$ cat src/rtl/entropy_packer.sv
// entropy_packer
//   Packs the TRNG bit stream into WORD_W-bit words after the health test,
//   drops any word touched by a health-test error, and buffers clean words
//   in a FIFO read through a valid/ready handshake.
//
//   Optional feature macro: ENTROPY_PACKER_VN_EN (von Neumann debiaser).
//
//   Ports:
//     clk, rst_ni        clock, async active-low reset
//     enable             sampling enable (shared with the health test)
//     rnd_bit            raw entropy bit
//     ht_error           health-test error verdict for this cycle's bit
//     ht_total_failure   health-test total failure; latches alarm
//     rdata / rvalid     head-of-FIFO word (0 when not valid)
//     rready             consumer accepts the head word
//     fifo_level         FIFO occupancy
//     drop_cnt           discarded-word count, saturating
//     alarm              sticky total-failure flag
module entropy_packer #(
    parameter int WORD_W     = 32,
    parameter int FIFO_DEPTH = 4
) (
    input  logic                            clk,
    input  logic                            rst_ni,
    input  logic                            enable,
    input  logic                            rnd_bit,
    input  logic                            ht_error,
    input  logic                            ht_total_failure,
    output logic [WORD_W-1:0]               rdata,
    output logic                            rvalid,
    input  logic                            rready,
    output logic [$clog2(FIFO_DEPTH+1)-1:0] fifo_level,
    output logic [15:0]                     drop_cnt,
    output logic                            alarm
);
    localparam int CNT_W = $clog2(WORD_W);
    localparam int AW    = $clog2(FIFO_DEPTH);
    localparam int LW    = $clog2(FIFO_DEPTH+1);

    // Only WORD_W-1 bits need storing; the completing bit joins them on the fly.
    logic [WORD_W-2:0] word_q, word_d;
    logic [CNT_W-1:0]  cnt_q, cnt_d;
    logic              taint_q, taint_d;
    logic [WORD_W-1:0] mem_q [FIFO_DEPTH];
    logic [WORD_W-1:0] mem_d [FIFO_DEPTH];
    logic [AW-1:0]     wr_ptr_q, wr_ptr_d, rd_ptr_q, rd_ptr_d;
    logic [LW-1:0]     level_q, level_d;
    logic [15:0]       drop_q, drop_d;
    logic              alarm_q, alarm_d;
`ifdef ENTROPY_PACKER_VN_EN
    logic              pair_have_q, pair_have_d;
    logic              pair_bit_q, pair_bit_d;
`endif

    logic              accept, kill, good, gbit, complete, tainted;
    logic              can_push, push, pop, drop;
    logic [WORD_W-1:0] word_next;

    assign rvalid     = (level_q != '0) && !alarm_q;
    assign rdata      = rvalid ? mem_q[rd_ptr_q] : '0;
    assign fifo_level = level_q;
    assign drop_cnt   = drop_q;
    assign alarm      = alarm_q;

    always_comb begin
        accept = enable && !alarm_q;
        // A total failure flushes everything on the same edge that sets alarm.
        kill   = alarm_q || ht_total_failure;

`ifdef ENTROPY_PACKER_VN_EN
        pair_have_d = pair_have_q;
        pair_bit_d  = pair_bit_q;
        good        = 1'b0;
        gbit        = pair_bit_q;
        if (accept) begin
            if (!pair_have_q) begin
                pair_have_d = 1'b1;
                pair_bit_d  = rnd_bit;
            end else begin
                // Word completion can only happen here, so pairs never split.
                pair_have_d = 1'b0;
                good        = pair_bit_q ^ rnd_bit;
            end
        end
`else
        good = accept;
        gbit = rnd_bit;
`endif

        word_next = {word_q, gbit};
        complete  = good && (cnt_q == CNT_W'(WORD_W-1));
        tainted   = taint_q || (accept && ht_error);
        pop       = rvalid && rready && !kill;
        can_push  = (level_q < LW'(FIFO_DEPTH)) || pop;
        push      = complete && !tainted && can_push && !kill;
        // Tainted and full together still count once.
        drop      = complete && !(!tainted && can_push) && !kill;

        word_d   = word_q;
        cnt_d    = cnt_q;
        taint_d  = taint_q;
        if (good) begin
            word_d = word_next[WORD_W-2:0];
            cnt_d  = complete ? '0 : cnt_q + CNT_W'(1);
        end
        if (complete)                taint_d = 1'b0;
        else if (accept && ht_error) taint_d = 1'b1;

        mem_d    = mem_q;
        wr_ptr_d = wr_ptr_q;
        rd_ptr_d = rd_ptr_q;
        level_d  = level_q;
        if (push) begin
            mem_d[wr_ptr_q] = word_next;
            wr_ptr_d        = wr_ptr_q + AW'(1);
        end
        if (pop) rd_ptr_d = rd_ptr_q + AW'(1);
        if (push && !pop)      level_d = level_q + LW'(1);
        else if (pop && !push) level_d = level_q - LW'(1);

        drop_d  = (drop && drop_q != 16'hFFFF) ? drop_q + 16'd1 : drop_q;
        alarm_d = alarm_q || ht_total_failure;

        if (kill) begin
            word_d   = '0;
            cnt_d    = '0;
            taint_d  = 1'b0;
            wr_ptr_d = '0;
            rd_ptr_d = '0;
            level_d  = '0;
`ifdef ENTROPY_PACKER_VN_EN
            pair_have_d = 1'b0;
            pair_bit_d  = 1'b0;
`endif
        end
    end

    always_ff @(posedge clk or negedge rst_ni) begin
        if (!rst_ni) begin
            word_q   <= '0;
            cnt_q    <= '0;
            taint_q  <= 1'b0;
            for (int i = 0; i < FIFO_DEPTH; i++) mem_q[i] <= '0;
            wr_ptr_q <= '0;
            rd_ptr_q <= '0;
            level_q  <= '0;
            drop_q   <= '0;
            alarm_q  <= 1'b0;
`ifdef ENTROPY_PACKER_VN_EN
            pair_have_q <= 1'b0;
            pair_bit_q  <= 1'b0;
`endif
        end else begin
            word_q   <= word_d;
            cnt_q    <= cnt_d;
            taint_q  <= taint_d;
            for (int i = 0; i < FIFO_DEPTH; i++) mem_q[i] <= mem_d[i];
            wr_ptr_q <= wr_ptr_d;
            rd_ptr_q <= rd_ptr_d;
            level_q  <= level_d;
            drop_q   <= drop_d;
            alarm_q  <= alarm_d;
`ifdef ENTROPY_PACKER_VN_EN
            pair_have_q <= pair_have_d;
            pair_bit_q  <= pair_bit_d;
`endif
        end
    end
endmodule

$ cat config.mk
export PLATFORM = sky130hd
export DESIGN_NAME = entropy_packer
export DESIGN_NICKNAME = d
export VERILOG_FILES = /design/src/rtl/entropy_packer.sv
export SDC_FILE = /design/constraint.sdc
export NUM_CORES = 1
export LEC_CHECK = 0
export ABC_AREA = 1
export BUFFER_PORTS_ARGS = -buffer_cell sky130_fd_sc_hd__buf_2
export CAP_MARGIN = 20
export CORE_MARGIN = 1
export CORE_UTILIZATION = 30
export DETAILED_ROUTE_END_ITERATION = 16
export SYNTH_ARGS = -nofsm -noshare
export SYNTH_HDL_FRONTEND = slang
export SYNTH_SLANG_ARGS = --single-unit
export TNS_END_PERCENT = 100
$ cat constraint.sdc
create_clock -name clk -period 6.5 [get_ports clk]
set_clock_uncertainty 0.2 [all_clocks]
set_input_delay 0.65 -clock clk [delete_from_list [all_inputs] [get_ports clk]]
set_output_delay 0.65 -clock clk [all_outputs]
set_load 0.02 [all_outputs]
==> results of run 1 <==
-- final timing paths --
path                               endpoint  slack, ps  cells past startpoint
worst max-delay path               rdata[1]       3330                      6
worst min-delay path            drop_cnt[2]        -20                      1
worst max register to register     mem_q[1]       3780                      8
worst min register to register    mem_q[13]        290                      2
max in group asynchronous       rd_ptr_q[0]       4650                      2
min in group clk                  mem_q[13]        290                      2
-- cell type report --
| type | count | area (um^2) |
|---|---|---|
| fill | 2886 | 18250 |
| tap | 378 | 473.0 |
| clock buffer | 17 | 425.4 |
| multi-input combinational | 713 | 3451 |
| clock inverter | 15 | 217.7 |
| timing repair buffer | 67 | 376.6 |
| sequential | 189 | 4731 |
| inverter | 63 | 236.5 |
-- where the power goes --
part	total [mW]	switching, mW	internal (mW)	leakage (nW)
Combinational	0.0340	0.0310	0.00299	1.36
Sequential	1.17	0.0000000000000000915	1.17	2.64
Clock	1.09	0.528	0.564	0.309
-- sequential cells by signal, summed over array words and instances (netlist names) --
name        flops
word_q         31
taint_q         1
alarm           1
rd_ptr_q        2
fifo_level      3
wr_ptr_q        2
mem_q         128
drop_cnt       16
cnt_q           5
-- metrics by stage --
step	area, um^2	utilization [%]
detailed placement	9248	32.84
finish	9911	35.19
global placement	9248	32.84
global route	9911	35.19
floorplan	8691	-
CTS	9891	35.12
-- cell usage after synthesis --
cell	number	area (um^2)
sky130_fd_sc_hd__a21oi_1	69	345.3
sky130_fd_sc_hd__a31oi_4	1	21.27
sky130_fd_sc_hd__a32o_1	1	10.01
sky130_fd_sc_hd__buf_1	5	18.77
sky130_fd_sc_hd__buf_2	26	130.1
sky130_fd_sc_hd__buf_6	2	22.52
sky130_fd_sc_hd__clkbuf_1	28	105.1
sky130_fd_sc_hd__clkinv_1	1	3.750
sky130_fd_sc_hd__dfrtp_1	189	4730
sky130_fd_sc_hd__fa_1	1	20.02
sky130_fd_sc_hd__ha_1	7	87.58
sky130_fd_sc_hd__inv_1	57	214.0
sky130_fd_sc_hd__inv_2	5	18.77
sky130_fd_sc_hd__nand2_1	193	724.4
sky130_fd_sc_hd__nand2_2	15	93.84
sky130_fd_sc_hd__nand3_1	12	60.06
sky130_fd_sc_hd__nand3_2	1	10.01
sky130_fd_sc_hd__nand3_4	4	70.07
sky130_fd_sc_hd__nand3b_1	1	7.510
sky130_fd_sc_hd__nand3b_4	1	20.02
sky130_fd_sc_hd__nand4_1	5	31.28
sky130_fd_sc_hd__nor2_1	142	533.0
sky130_fd_sc_hd__nor2_2	1	6.260
sky130_fd_sc_hd__nor2_4	2	22.52
sky130_fd_sc_hd__nor2_8	2	40.04
sky130_fd_sc_hd__nor3_1	7	35.03
sky130_fd_sc_hd__nor3_4	1	16.27
sky130_fd_sc_hd__nor4_1	2	12.51
sky130_fd_sc_hd__o21a_1	1	7.510
sky130_fd_sc_hd__o21ai_0	100	500.5
sky130_fd_sc_hd__o21ai_1	130	650.6
sky130_fd_sc_hd__xnor2_1	4	35.03
sky130_fd_sc_hd__xor2_1	10	87.58
-- cells by family (layout without fill, tap and decap cells) --
logic type | after synthesis | after routing | share of synthesized area, %
AO/OA/AOI/OAI | 302 | 302 | 17.66
XOR/XNOR | 14 | 14 | 1.411
adder cells (fa/ha/maj) | 8 | 8 | 1.238
buffers and inverters | 124 | 162 | 5.903
flip-flops | 189 | 189 | 54.42
AND/OR/NAND/NOR | 389 | 389 | 19.36
-- metal layers --
layer | track usage [%] | routed length [um]
met1 | 20.67 | 10280
met2 | 23.69 | 9169
met3 | 2.266 | 690
met4 | 4.348 | 239
met5 | 0 | 0
-- worst max-delay path, stage by stage (launching register included) --
cell and delay (ps):
sky130_fd_sc_hd__dfrtp_2 370, sky130_fd_sc_hd__buf_4 640, sky130_fd_sc_hd__nor2_1 110, sky130_fd_sc_hd__nor2_1 100, sky130_fd_sc_hd__o21ai_0 80, sky130_fd_sc_hd__a21oi_1 340
sky130_fd_sc_hd__buf_2 240
==> run summary, run 1 <==
- 8.471 um^2 — post-synthesis average cell area
- 30.86% — starting utilization of the core area
- 1026 — number of instances in the synthesized netlist
- 0 — final antenna-violating net count
- 0 — number of antenna repair diodes
- 4 — deepest level of the CTS H-tree
- 571 — detailed router's first-iteration violation count
- 29650 um^2 — area of the die
- 3093 ps — Post-Place Worst Slack
- 0 — CTS resizes
- 0 — Post-CTS Setup Repair Bufs
- 75 — maximum number of pins on one net before global-route repair
- flip-flop — CP startpoint kind
- output port — nature of the critical path endpoint
- hold timing — failing checks
- 34.58 mm — first-pass GRT wire length
- 0 — count of unresolved DRC violations after routing
- 3174 ps — Final min period
- 0 — number of failing setup endpoints in the final timing report
- 5650 ps — worst endpoint required time
- 5 — iteration count of the initial detailed-routing pass
- 12.59% — ratio of cells with drive above 1 in the final layout
- 1085 ps — slew at the pin with the worst max-slew slack
- 6764 — routed via count
- 1041 — post-synth net total
- 2.301 mW — total power after layout
- 48.83% — fin crit share
- 60 — # IOs
- input port to async pin — hold crit path type
- cnt_q[1] — startpoint of the worst register-to-register path
- 1066 — nets@finish
- 0 — remaining global-route overflow
- 4.301 nW — static leakage
- -17.28 ps — worst hold margin
- 14.04% — Area Growth Syn to Fin
- 54.42% — portion of the post-synthesis area used by sequential elements
- 0 — total count of max-transition violations in the final report
- 0 — antenna violations before repair
- no — unrepaired setup endpoints after global routing
- 11.61 mm — half-perimeter wire length after placement
- rd_ptr_q[0] — startpoint of the most critical setup path
- 27.67% — Max transition margin
- 3326 ps — setup slack of the critical path after layout
- sky130_fd_sc_hd__clkbuf_16 — CTS root buf
- 0.7664 — gp weighted congestion
- 80 ps — Clock Pin Slew Worst Setup and Hold Paths
- 61 — row count
- 6731 — number of global-route vias before repair
- sky130_fd_sc_hd__nand2_1 — most common cell after layout, fill and taps aside
- 0.3151 GHz — Max Clk Rate
- 65 — maximum fanout along the worst path
- 14.13 um — average wire length per cell after detail routing
- 2320 ps — arrival time at the worst endpoint
- 1442 — non-filler cells, final
- 8691 um^2 — post-synth design cell area
- 0 — Post-CTS Hold Buffers
- 0 — max-cap violations
- 0 — number of warnings reported in the yosys synthesis log
- 4 — Final Hold Fails
- 2 — worst-case clock buffer depth
- 189 — number of clock sinks
- 28160 um^2 — core outline area
- 33 — distinct cell type count after synthesis
- sky130_fd_sc_hd__nand2_1 (193), sky130_fd_sc_hd__dfrtp_1 (188), sky130_fd_sc_hd__nor2_1 (141) — most frequent cells in the layout
- flip-flop to output port — worst setup path category
- 430 ps — clock latency reported for the late side of the worst-skew pair
- 4.691 — post-detailed-route via-to-cell ratio
- 1409 — Inst Count DP
- 172.2 um — Die X-Extent
- yes — CTS tree
- 166.1 uV — maximum vdd ir drop
- 20.38 mm — Total Wirelength
- 0 ps — Final TNS setup
- 14.81% — global-route usage over all layers
- 172.2 um — die height
- 17 — number of clock buffers inserted by TritonCTS
- 232.1 nW/um^2 — power density over the cells
- 59 — Port Buffer Count
- finished, violations left — run status
- 189 — flop and latch count out of synthesis
No activity file was read; power rests on OpenSTA's default activity.
==> inputs of run 2 (changes only) <==
clock period = 3.06 ns   (was 6.5 ns; I/O delays follow)
==> run 2 against run 1 <==
- the flow now finishes without violations
- final cell count increased by 0.62%
- global-route usage increased by 0.23 points
- setup slack got worse by 3000 ps
- register-to-register slack got worse by 3300 ps
- critical path depth decreased by 1
- sequential power increased by 110%
- core utilization increased by 0.17 points
- non-clock buffer count increased by 9
- count of clock-buffer cells in the layout increased by 2
- sequential share of layout area decreased by 0.23 points
- clock power increased by 98%
==> run summary, run 2 (same netlist as run 1, synthesis figures left out) <==
- 8 — worst reg-to-reg path cell count, unchanged
- 0 — number of failing setup endpoints in the final timing report, unchanged
- 12.95% — ratio of cells with drive above 1 in the final layout, +0.36 points
- 540 — detailed router's first-iteration violation count, -5.4%
- output port — nature of the critical path endpoint
- 3 — Post-CTS Hold Buffers, +3
- rd_ptr_q[0] — startpoint of the most critical setup path
- rdata[29] — end point of the critical path
- 2550 ps — worst endpoint required time, -3100 ps
- 373.1 uV — maximum vdd ir drop, +120%
- 14.58% — Area Growth Syn to Fin
- yes — CTS tree
- 4.708 — post-detailed-route via-to-cell ratio, +0.38%
- cnt_q[1] — startpoint of the worst register-to-register path
- 1416 — Inst Count DP, +0.50%
- sky130_fd_sc_hd__nand2_1 — most common cell after layout, fill and taps aside
- 0 ps — Final TNS setup, unchanged
- 0 — CTS resizes, unchanged
- 88.86% — fin crit share
- 172.2 um — Die X-Extent, unchanged
- 189 — number of clock sinks, unchanged
- 60 — # IOs, unchanged
- 17 — number of clock buffers inserted by TritonCTS, unchanged
- 0 — remaining global-route overflow, unchanged
- 709 um — met3 wire length, +2.8%
- 6555 — number of global-route vias before repair, -2.6%
- 12.00 mm — half-perimeter wire length after placement, +3.4%
- 30.86% — starting utilization of the core area, unchanged
- 52.7% — Seq pwr share, +1.6 points
- 23.77% — switching part of the total power, -0.53 points
- 128 — number of flip-flops under the largest register name, unchanged
- 0 — antenna violations before repair, unchanged
- flip-flop to output port — worst setup path category
- 430 ps — clock latency reported for the late side of the worst-skew pair, about the same
- 2210 ps — arrival time at the worst endpoint, -110 ps
- 48.12% — Max transition margin, +20 points
- 5 — Crit path depth, -1
- 34.71 mm — first-pass GRT wire length, +0.40%
- 28160 um^2 — core outline area, unchanged
- 1.8% — share of power burned in combinational logic, +0.3 points
- sky130_fd_sc_hd__nand2_1 (193), sky130_fd_sc_hd__dfrtp_1 (188), sky130_fd_sc_hd__nor2_1 (141) — most frequent cells in the layout
- 0.7770 — gp weighted congestion, +1.4%
- sky130_fd_sc_hd__clkbuf_16 — CTS root buf
- 10.30 mm — post-route met1 wirelength, +0.19%
- sky130_fd_sc_hd__dfrtp_2 — Critical Path Slowest Stage Cell
- 2915 — fill cell count, +1.0%
- 1075 — nets@finish, +0.84%
- 3.613 mW — total internal power, +110%
- 778.2 ps — slew at the pin with the worst max-slew slack, -306.8 ps
- input port to flip-flop — hold crit path type
- 20.59 mm — Total Wirelength, +1.0%
- mem_q — register with the most flip-flops
- 1451 — non-filler cells, final, +0.62%
- completed — run status
- 5 — iteration count of the initial detailed-routing pass, unchanged
- 9.318 mm — met2 WL, +1.6%
- 0 — max-cap violations, unchanged
- 49 — maximum fanout along the worst path, -25%
- 2719 ps — Final min period
- 0 — final antenna-violating net count, unchanged
- met4 — uppermost routed layer
- 59 — Port Buffer Count, unchanged
- no — unrepaired setup endpoints after global routing
- 4.739 mW — total power after layout, +110%
- 14.19 um — average wire length per cell after detail routing, +0.37%
- flip-flop — CP startpoint kind
- 9958 um^2 — cell area after layout, +0.48%
- 1.126 mW — switching power, +100%
- 0 — Final Hold Fails, -4
- 3451 um^2 — area of the multi-input gates, unchanged
- 2 — worst-case clock buffer depth, unchanged
- 450 ps — worst reg2reg setup slack, -3330 ps
- 80 ps — Clock Pin Slew Worst Setup and Hold Paths, about the same
- 80 — maximum number of pins on one net before global-route repair, +6.7%
- buffers and inverters — Crit path max-delay family
- 4731 um^2 — area taken by flip-flops and latches, unchanged
- 0.3678 GHz — Max Clk Rate
- 0 — count of unresolved DRC violations after routing, unchanged
- 475.9 nW/um^2 — power density over the cells, +100%
- 172.2 um — die height, unchanged
- 6832 — routed via count, +1.0%
- inv_2 -> buf_12 -> o21ai_0 -> a21oi_1 -> buf_2 — CP cell instances
- 0 — number of antenna repair diodes, unchanged
- 29650 um^2 — area of the die, unchanged
- 45.6% — clock share of power, -1.9 points
- 0 — total count of max-transition violations in the final report, unchanged
- 4 — deepest level of the CTS H-tree, unchanged
- 560 ps — Largest stage delay, worst path, -80 ps
- 4.325 nW — static leakage, +0.56%
- 61 — row count, unchanged
- 15.04% — global-route usage over all layers, +0.23 points
- 9363 um^2 — total cell area at the placement stage, +1.2%
- mem_q[58] — endpoint of the most critical register-to-register path
- 0 — Post-CTS Setup Repair Bufs, unchanged
- 3 — buffer and inverter count on the worst path, +1
run 2: changes by cell type in the layout (fill, tap and decap cells not counted), sizes merged:
cell	previous run	this run
clkinv	10	3
clkinvlp	0	2
dlygate4sd3	0	3
bufinv	1	0
clkbuf	18	20
inv	67	71
buf	66	72
run 2: worst reg2reg max path: cells and delay by family (launching register included):
kind,cells,cell delay (ps)
AO/OA/AOI/OAI,1,390
AND/OR/NAND/NOR,4,1130
flip-flops,1,370
adder cells (fa/ha/maj),2,380
buffers and inverters,1,50
run 2: per-stage QoR:
stage	util [%]	setup slack, ps	hold slack (ps)
after floorplan	-	793.9	-189.6
after global placement	33.24	507.9	202.0
after detailed placement	33.24	424.2	203.0
after CTS	35.36	295.4	23.55
after global routing	35.36	171.2	47.93
final	35.36	340.8	35.65
run 2: layout make-up:
class                      instances  area share (%)
timing repair buffer              76           5.038
sequential                       189           47.51
tap                              378           4.749
clock buffer                      19           4.448
inverter                          63           2.375
clock inverter                    13           1.231
multi-input combinational        713           34.65
run 2: layer usage:
layer,track usage (%),vias to the layer above
li1,-,3428
met1,21.23,3270
met2,23.54,117
met3,2.586,17
met4,4.386,0
met5,0,-
run 2: worst min path at each step:
stage                        from             to  slack [ps]  depth (start not counted)
after floorplan            rst_ni          alarm        -190                          0
after global placement     rst_ni  fifo_level[2]         200                          1
after detailed placement   rst_ni  fifo_level[2]         200                          1
after CTS                 rnd_bit      mem_q[64]          20                          3
after global routing      rnd_bit       mem_q[0]          50                          3
final                     rnd_bit      mem_q[64]          40                          3
run 2: power by group through the flow:
stage	Combinational, mW	Clock [mW]	Sequential (mW)
2_1_floorplan	0.0125	0	2.55
3_3_place_gp	0.0862	0	2.54
3_5_place_dp	0.0867	0	2.54
4_1_cts	0.0898	2.21	2.50
5_1_grt	0.0990	2.30	2.50
6_report	0.0845	2.16	2.50
==> inputs of run 3 (changes only) <==
ABC_AREA = not set   (was 1)
==> run 3 against run 2 <==
- wire length fell by 16%
- core utilization rose by 0.54 points
- fmax fell by 0.34%
- critical endpoint is now fifo_level[2]
- sequential share of layout area fell by 0.21 points
- first-iteration DRC count fell by 43%
- synthesized cell count fell by 41%
- power rose by 1.5%
- sequential cell count did not move
- design area rose by 0.44%
- non-clock buffer count rose by 4
==> run summary, run 3 <==
- completed — run status
- 0 — total count of max-transition violations in the final report, unchanged
- 0 — final antenna-violating net count, unchanged
- 170.6 um — Die X-Extent, -0.96%
- 1065 — non-filler cells, final, -27%
- 170.6 um — die height, -0.96%
- 4.809 mW — total power after layout, +1.5%
- sky130_fd_sc_hd__dfrtp_1 — ys flop type
- 28.90 mm — first-pass GRT wire length, -17%
- 4731 um^2 — area taken by flip-flops and latches, unchanged
- 29090 um^2 — area of the die, -1.9%
- 4.841 nW — static leakage, +12%
- 4 — iteration count of the initial detailed-routing pass, -1
- 2666 — fill cell count, -8.5%
- 0 — CTS resizes, unchanged
- sky130_fd_sc_hd__dfrtp_1 — most common cell after layout, fill and taps aside
- 4 — maximum fanout along the worst path, -92%
- 480.8 nW/um^2 — power density over the cells, +1.0%
- 100.0% — share of synthesized registers carrying an async set or reset, unchanged
- flip-flop — CP startpoint kind
- 430 ps — clock latency reported for the late side of the worst-skew pair, about the same
- 61 — row count, unchanged
- 27860 um^2 — core outline area, -1.1%
- 8523 um^2 — post-synth design cell area, -1.9%
- sky130_fd_sc_hd__dfrtp_1 — most area-hungry cell type in the Yosys netlist
- sky130_fd_sc_hd__dfrtp_1 — most common cell in the netlist
- 55.49% — share of Yosys cell area claimed by the top area cell type, +1.1 points
- 12.98% — global-route usage over all layers, -2.1 points
- 189 — flop and latch count out of synthesis, unchanged
- 4.638 — post-detailed-route via-to-cell ratio, -1.5%
- 0.3665 GHz — Max Clk Rate, -0.34%
- 0 — antenna violations before repair, unchanged
- no — unrepaired setup endpoints after global routing
- 70 ps — Clock Pin Slew Worst Setup and Hold Paths, about the same
- 0.7181 — gp weighted congestion, -7.6%
- yes — CTS tree
- 3210 ps — worst endpoint required time, +660 ps
- 4 — deepest level of the CTS H-tree, unchanged
- 17.35% — Area Growth Syn to Fin
- sky130_fd_sc_hd__dfrtp_1 (189), sky130_fd_sc_hd__mux2_2 (130), sky130_fd_sc_hd__nor2_1 (51) — most common library cells after synthesis
- flip-flop to flip-flop — worst setup path category
- 689 — nets@finish, -36%
- 30.60% — starting utilization of the core area, -0.26 points
- 17 — number of clock buffers inserted by TritonCTS, unchanged
- 59 — Port Buffer Count, unchanged
- 3626 um^2 — area of the multi-input gates, +5.1%
- 83 — maximum number of pins on one net before global-route repair, +3.8%
- 375.1 ps — Post-Place Worst Slack, -49.06 ps
- 4 — Post-CTS Hold Buffers, +1
- 0 — max-cap violations, unchanged
- mem_q — register with the most flip-flops
- 128 — number of flip-flops under the largest register name, unchanged
- flip-flop — nature of the critical path endpoint
- 89.17% — fin crit share, +0.30 points
- 2880 ps — arrival time at the worst endpoint, +670 ps
- 304.4 uV — maximum vdd ir drop, -18%
- 0 — Post-CTS Setup Repair Bufs, unchanged
- 0 — Final Hold Fails, unchanged
- 4940 — routed via count, -28%
- 189 — number of clock sinks, unchanged
- 35.90% — fraction of the core area covered by cells at the end of the flow, +0.54 points
- 5178 — number of global-route vias before repair, -21%
- 10.35 mm — half-perimeter wire length after placement, -14%
- sky130_fd_sc_hd__dfrtp_1 (55%), sky130_fd_sc_hd__mux2_2 (17%), sky130_fd_sc_hd__mux4_2 (8.5%), sky130_fd_sc_hd__mux2i_1 (4.0%), sky130_fd_sc_hd__and2_1 (2.4%) — synth top area cells
- 14.00 um^2 — post-synthesis average cell area, +65%
- 2728 ps — Final min period, +9.261 ps
- 40 — distinct cell type count after synthesis, +21%
- 17.25 mm — Total Wirelength, -16%
- 16.20 um — average wire length per cell after detail routing, +14%
- sky130_fd_sc_hd__clkbuf_16 — CTS root buf
- 10000 um^2 — cell area after layout, +0.44%
- 308 — detailed router's first-iteration violation count, -43%
- 60 — # IOs, unchanged
- 40.17% — ratio of cells with drive above 1 in the final layout, +27 points
- 55.49% — portion of the post-synthesis area used by sequential elements, +1.1 points
- 1029 — Inst Count DP, -27%
- input port to flip-flop — hold crit path type
- sky130_fd_sc_hd__dfrtp_1 (188), sky130_fd_sc_hd__mux2_2 (130), sky130_fd_sc_hd__buf_2 (58) — most frequent cells in the layout
- 0 — remaining global-route overflow, unchanged
- 0 — number of antenna repair diodes, unchanged
- 0 — EDFF count, synth, unchanged
- 0 — number of warnings reported in the yosys synthesis log, unchanged
- 53.89% — Max transition margin, +5.8 points
- 0 — count of unresolved DRC violations after routing, unchanged
- 9359 um^2 — total cell area at the placement stage, about the same
- 331.5 ps — setup slack of the critical path after layout, -9.261 ps
- 609 — number of instances in the synthesized netlist, -41%
- 624 — post-synth net total, -40%
- 0 ps — Final TNS setup, unchanged
- 0 — number of failing setup endpoints in the final timing report, unchanged
- 691.7 ps — slew at the pin with the worst max-slew slack, -86.55 ps
- 2 — worst-case clock buffer depth, unchanged
- 45.20 ps — worst hold margin, +9.548 ps
## run 3: cell types whose count changed after synthesis, sizes merged, moves of 34 or more
cell,previous run,this run
a21oi,69,9
inv,62,6
mux2,0,130
mux2i,0,34
nand2,208,17
nor2,147,51
o21ai,230,3
## run 3: cells by family (layout without fill, tap and decap cells)
| family | after synthesis | count (layout) | share of synthesized area, % |
|---|---|---|---|
| buf+inv | 40 | 118 | 1.996 |
| mux | 196 | 196 | 29.62 |
| simple gates | 140 | 140 | 8.441 |
| flops | 189 | 189 | 55.49 |
| xor+xnor | 17 | 17 | 1.747 |
| fa+ha+maj | 8 | 8 | 1.262 |
| compound gates | 19 | 19 | 1.439 |
## run 3: path summary, 6_finish.rpt
kind | cells past startpoint | slack, ps | start | to
min | 3 | 50 | ht_error | taint_q
max in group asynchronous | 3 | 1580 | rst_ni | mem_q[118]
min in group asynchronous | 2 | 290 | rst_ni | mem_q[103]
min reg2reg | 1 | 300 | mem_q[34] | mem_q[34]
max reg2reg | 9 | 330 | cnt_q[0] | fifo_level[2]
max | 9 | 330 | cnt_q[0] | fifo_level[2]
## run 3: metal layers
layer / GRT usage (%) / vias up / share of wire, %
met4: 3.721 / 0 / 1.0
met1: 18.11 / 2556 / 48
met5: 0 / - / 0
met3: 3.331 / 15 / 4.2
li1: - / 2310 / -
met2: 19.84 / 59 / 46
## run 3: power by group
part / switching (mW) / internal (mW) / leakage [nW]
logic: 0.0696 / 0.0248 / 1.92
registers: 0.000000000000000109 / 2.50 / 2.64
clock network: 1.05 / 1.17 / 0.287
## run 3: layout make-up
class,count,share of cell area [%]
Multi-Input combinational cell,380,36.25
Clock buffer,18,4.291
Inverter,6,0.2252
Timing Repair Buffer,80,5.467
Sequential cell,189,47.30
Clock inverter,14,1.739
Tap cell,378,4.729
## run 3: critical path: stages (launching register included)
cell	delay, ps
sky130_fd_sc_hd__dfrtp_1	410
sky130_fd_sc_hd__ha_1	220
sky130_fd_sc_hd__and3_1	190
sky130_fd_sc_hd__ha_1	190
sky130_fd_sc_hd__and3b_1	190
sky130_fd_sc_hd__nand2_1	110
sky130_fd_sc_hd__a2111oi_0	90
sky130_fd_sc_hd__fa_1	430
sky130_fd_sc_hd__or3b_2	480
sky130_fd_sc_hd__a21oi_1	160
